### src/rtl/mixed_four_and.sv
// Four-input AND detector: gate-level pair ANDs, a dataflow combine, and a
// clocked monitor (registered copy, edge pulses, saturating high-cycle count).
module mixed_four_and #(
  parameter int unsigned CNT_W = 8
) (
  input  logic             clk,
  input  logic             rst_n,
  input  logic             a,
  input  logic             b,
  input  logic             c,
  input  logic             d,
  input  logic             clr,
  output logic             f,
  output logic             f_q,
  output logic             f_rise,
  output logic             f_fall,
  output logic [CNT_W-1:0] hi_cnt
);

  localparam logic [CNT_W-1:0] CNT_MAX = '1;

  logic ab;
  logic cd;
  logic f_q_d;

  // Pair ANDs as primitives so a 0 on either input dominates X/Z on the other.
  and u_and_ab (ab, a, b);
  and u_and_cd (cd, c, d);

  // Combine the pair results; valid with or without clock and during reset.
  assign f = ab & cd;

  // Registered copy of f and its one-cycle-delayed history for edge detection.
  always_ff @(posedge clk or negedge rst_n) begin
    if (!rst_n) begin
      f_q   <= 1'b0;
      f_q_d <= 1'b0;
    end else begin
      f_q   <= f;
      f_q_d <= f_q;
    end
  end

  // Edge pulses decoded from the two history registers.
  assign f_rise = f_q & ~f_q_d;
  assign f_fall = ~f_q & f_q_d;

  // Count edges sampled with f high; clear wins, saturate at all-ones.
  always_ff @(posedge clk or negedge rst_n) begin
    if (!rst_n) begin
      hi_cnt <= '0;
    end else if (clr) begin
      hi_cnt <= '0;
    end else if (f && (hi_cnt != CNT_MAX)) begin
      hi_cnt <= hi_cnt + CNT_W'(1);
    end
  end

endmodule

### config.mk
export PLATFORM = sky130hd
export DESIGN_NAME = mixed_four_and
export DESIGN_NICKNAME = d
export VERILOG_FILES = /design/src/rtl/mixed_four_and.sv
export SDC_FILE = /design/constraint.sdc
export NUM_CORES = 1
export LEC_CHECK = 0
export BUFFER_PORTS_ARGS = -buffer_cell sky130_fd_sc_hd__buf_2
export CAP_MARGIN = 30
export CORE_MARGIN = 2
export CORE_UTILIZATION = 25
export DETAILED_ROUTE_END_ITERATION = 10
export PLACE_DENSITY_LB_ADDON = 0.3
export SLEW_MARGIN = 20
export SYNTH_ARGS = -nofsm -noshare
export SYNTH_HDL_FRONTEND = slang
export SYNTH_SLANG_ARGS = --single-unit
### constraint.sdc
create_clock -name clk -period 1.65 [get_ports clk]
set_clock_uncertainty 0.05 [all_clocks]
set_input_delay 0 -clock clk [delete_from_list [all_inputs] [get_ports clk]]
set_output_delay 0 -clock clk [all_outputs]
set_load 0.005 [all_outputs]
==> metrics.cfg <==
[route]
vias=457
wire_per_inst_um=10.8
firstDrtPassIters=4
drcViolationCount=0
viasPerCell=4.48
wl_um=1100
drtAntennaViolNets=0
drt-initial-drc-count=5

[worst_setup_path]
critPathKind=flip-flop to flip-flop
slowest_stage=or4_1
path_max_fanout=3
critPathBufInv=0
path_cells=ha_2 > nand4_2 > o21ai_4 > or4_1 > a21oi_1
cpPeakStageDelay_ns=0.46
worstPathRequired_ns=1.79
start_kind=flip-flop
path_delay_family=simple AND/OR/NAND/NOR gates
crit_arrival_ns=1.64
timing.critical_path.to_type=flip-flop

[sta]
hold_slack_ns=0.0841
report.final.slew_viol_count=0
rsz0062_at_grt=false
layout_setup_ws_ns=0.144
min_period_ns=1.51
fin_crit_sh_pct=91.3
tns_ns=0
final_hold_viol_count=0
setup_viol=0
max_freq_mhz=664
relSlewSlack_pct=79.8
worstMarginPinSlew_ns=0.300

[floorplanning]
die_x_um=49.1
row_count=16
die-height_um=49.1
start_util_pct=26.2
design.die.area_sq_um=2410
ios=19
core_area_sq_um=1940

[worst_hold_path]
hp-class=input pin to async pin

[synthesis]
synth-seq-cells=10
syn_area_sq_um=508
ys_types=23
ys_warn_count=0
synth_nets=57
synth.area.top_cells=dfrtp_1 49%, nor2_1 5.2%, xor2_1 5.2%
yosysTopAreaCell=dfrtp_1
synthCells=49
synth_seq_area_share_pct=49.3
avgSynthCellArea_sq_um=10.4
synth_top_area_share_pct=49.3

[power_and_ir_drop]
p_per_area_nw_per_um2=626
leakagePower_nw=0.360
intPower_w=0.000348
p_seq_share_pct=56.1
ir_worst_vdd_v=0.000495
power.switching_w=0.0000959
pwr-share-comb_pct=7.7
switching_share_pct=21.6
pwr-share-clk_pct=36.2

[cts]
path_clk_slew_ns=0.06
clk_latency_ns=0.26
tritoncts=done
cts_buffers=3
clockBufferDepth=2
cts_num_sinks=10
cts-htree-levels=1
root_buffer=clkbuf_4

[placed_design]
dpl.hpwl_um=850
io_buffer_count=18
gp_congestion=0.750
pre_cts_slack_ns=0.115

[final_layout]
layout_commonest_cell=buf_2
drive_above_1_share_pct=41.3
final_cell_mix=18 x buf_2, 10 x dfrtp_1, 7 x nor2_1
syn2layout_area_growth_pct=39.4
antenna_cells=0
layout.nets=85
utilization_pct=36.5

[grt]
gr-total-overflow=0
grt_max_degree=11
grtUsageTotal_pct=10.2
grt_pass1_wl_um=1900
grt_antenna_before_repair=0
grt_pass1_vias=440

[job]
maxCapViolCount=0

[outcome]
status=finished clean

area by class of cell:
class,instances,area [sq um]
clock buffer,3,22.5
fill,213,1230
inverter,2,8.76
multi-input combinational,36,253
sequential,10,250
tap,27,33.8
timing repair buffer,24,140
logic make-up after synthesis:
group,share of synthesized area (%)
simple gates,23.9
flops,49.3
compound gates,12.8
xor+xnor,5.17
buf+inv,2.46
mux,3.94
fa+ha+maj,2.46
synth_stat cells:
| cell type | n |
|---|---|
| a21oi_1 | 1 |
| ha_1 | 1 |
| nor2_1 | 7 |
| dfrtp_1 | 10 |
| nand4_2 | 2 |
| clkinv_2 | 1 |
| nor4_1 | 1 |
| xor2_1 | 3 |
| inv_1 | 1 |
| a211oi_1 | 1 |
| nor2b_1 | 3 |
| o211ai_1 | 2 |
| o21ai_4 | 1 |
| mux2i_1 | 2 |
| a31oi_1 | 1 |
| nor3_1 | 1 |
| o31ai_1 | 1 |
| nand3_1 | 3 |
| and3_1 | 1 |
| or4_1 | 1 |
| nand2_1 | 3 |
| o21a_1 | 1 |
| buf_1 | 1 |
power by group through the flow:
stage                     sequential (W)  clock (W)  combinational, W
after floorplan                 0.000254          0        0.00000992
after global placement          0.000253          0         0.0000308
after detailed placement        0.000253          0         0.0000311
after CTS                       0.000249   0.000170         0.0000348
after global routing            0.000249   0.000178         0.0000381
final                           0.000249   0.000161         0.0000342
sequential cells by signal, summed over array words and instances, names as in the netlist:
register  cells
f_q           1
f_q_d         1
hi_cnt        8
worst paths after layout:
path,startpoint,end,slack (ns),cells past startpoint
worst min-delay path,rst_n,hi_cnt[3]$_DFFE_PN0P_,0.08,2
worst max-delay path,hi_cnt[0]$_DFFE_PN0P_,hi_cnt[5]$_DFFE_PN0P_,0.14,5
worst max register to register,hi_cnt[0]$_DFFE_PN0P_,hi_cnt[5]$_DFFE_PN0P_,0.14,5
max in group asynchronous,rst_n,hi_cnt[1]$_DFFE_PN0P_,1.27,2
worst min register to register,f_q$_DFF_PN0_,f_q_d$_DFF_PN0_,0.36,0
min in group clk,b,f_q$_DFF_PN0_,0.09,3
metal layers:
metal | wire length, um | global-route usage (%) | up-vias
met3 | 99 | 5.52 | 0
met2 | 456 | 15.8 | 18
met1 | 543 | 12.7 | 209
met5 | 0 | 0 | -
li1 | - | - | 230
met4 | 0 | 1.43 | 0
timing repair:
item,CTS,global route
buffers inserted,0,0
setup endpoints to repair,0,2
hold endpoints to repair,17,0
hold buffers,2,0
gates resized for setup,0,2
metrics by stage:
stage | cell area (sq um) | instances | power (W)
6_report | 708 | 102 | 0.000443
5_1_grt | 708 | 102 | 0.000465
4_1_cts | 701 | 102 | 0.000453
3_5_place_dp | 658 | 97 | 0.000284
3_3_place_gp | 658 | 97 | 0.000284
2_1_floorplan | 508 | 49 | 0.000264
No activity file was read; power rests on OpenSTA's default activity.
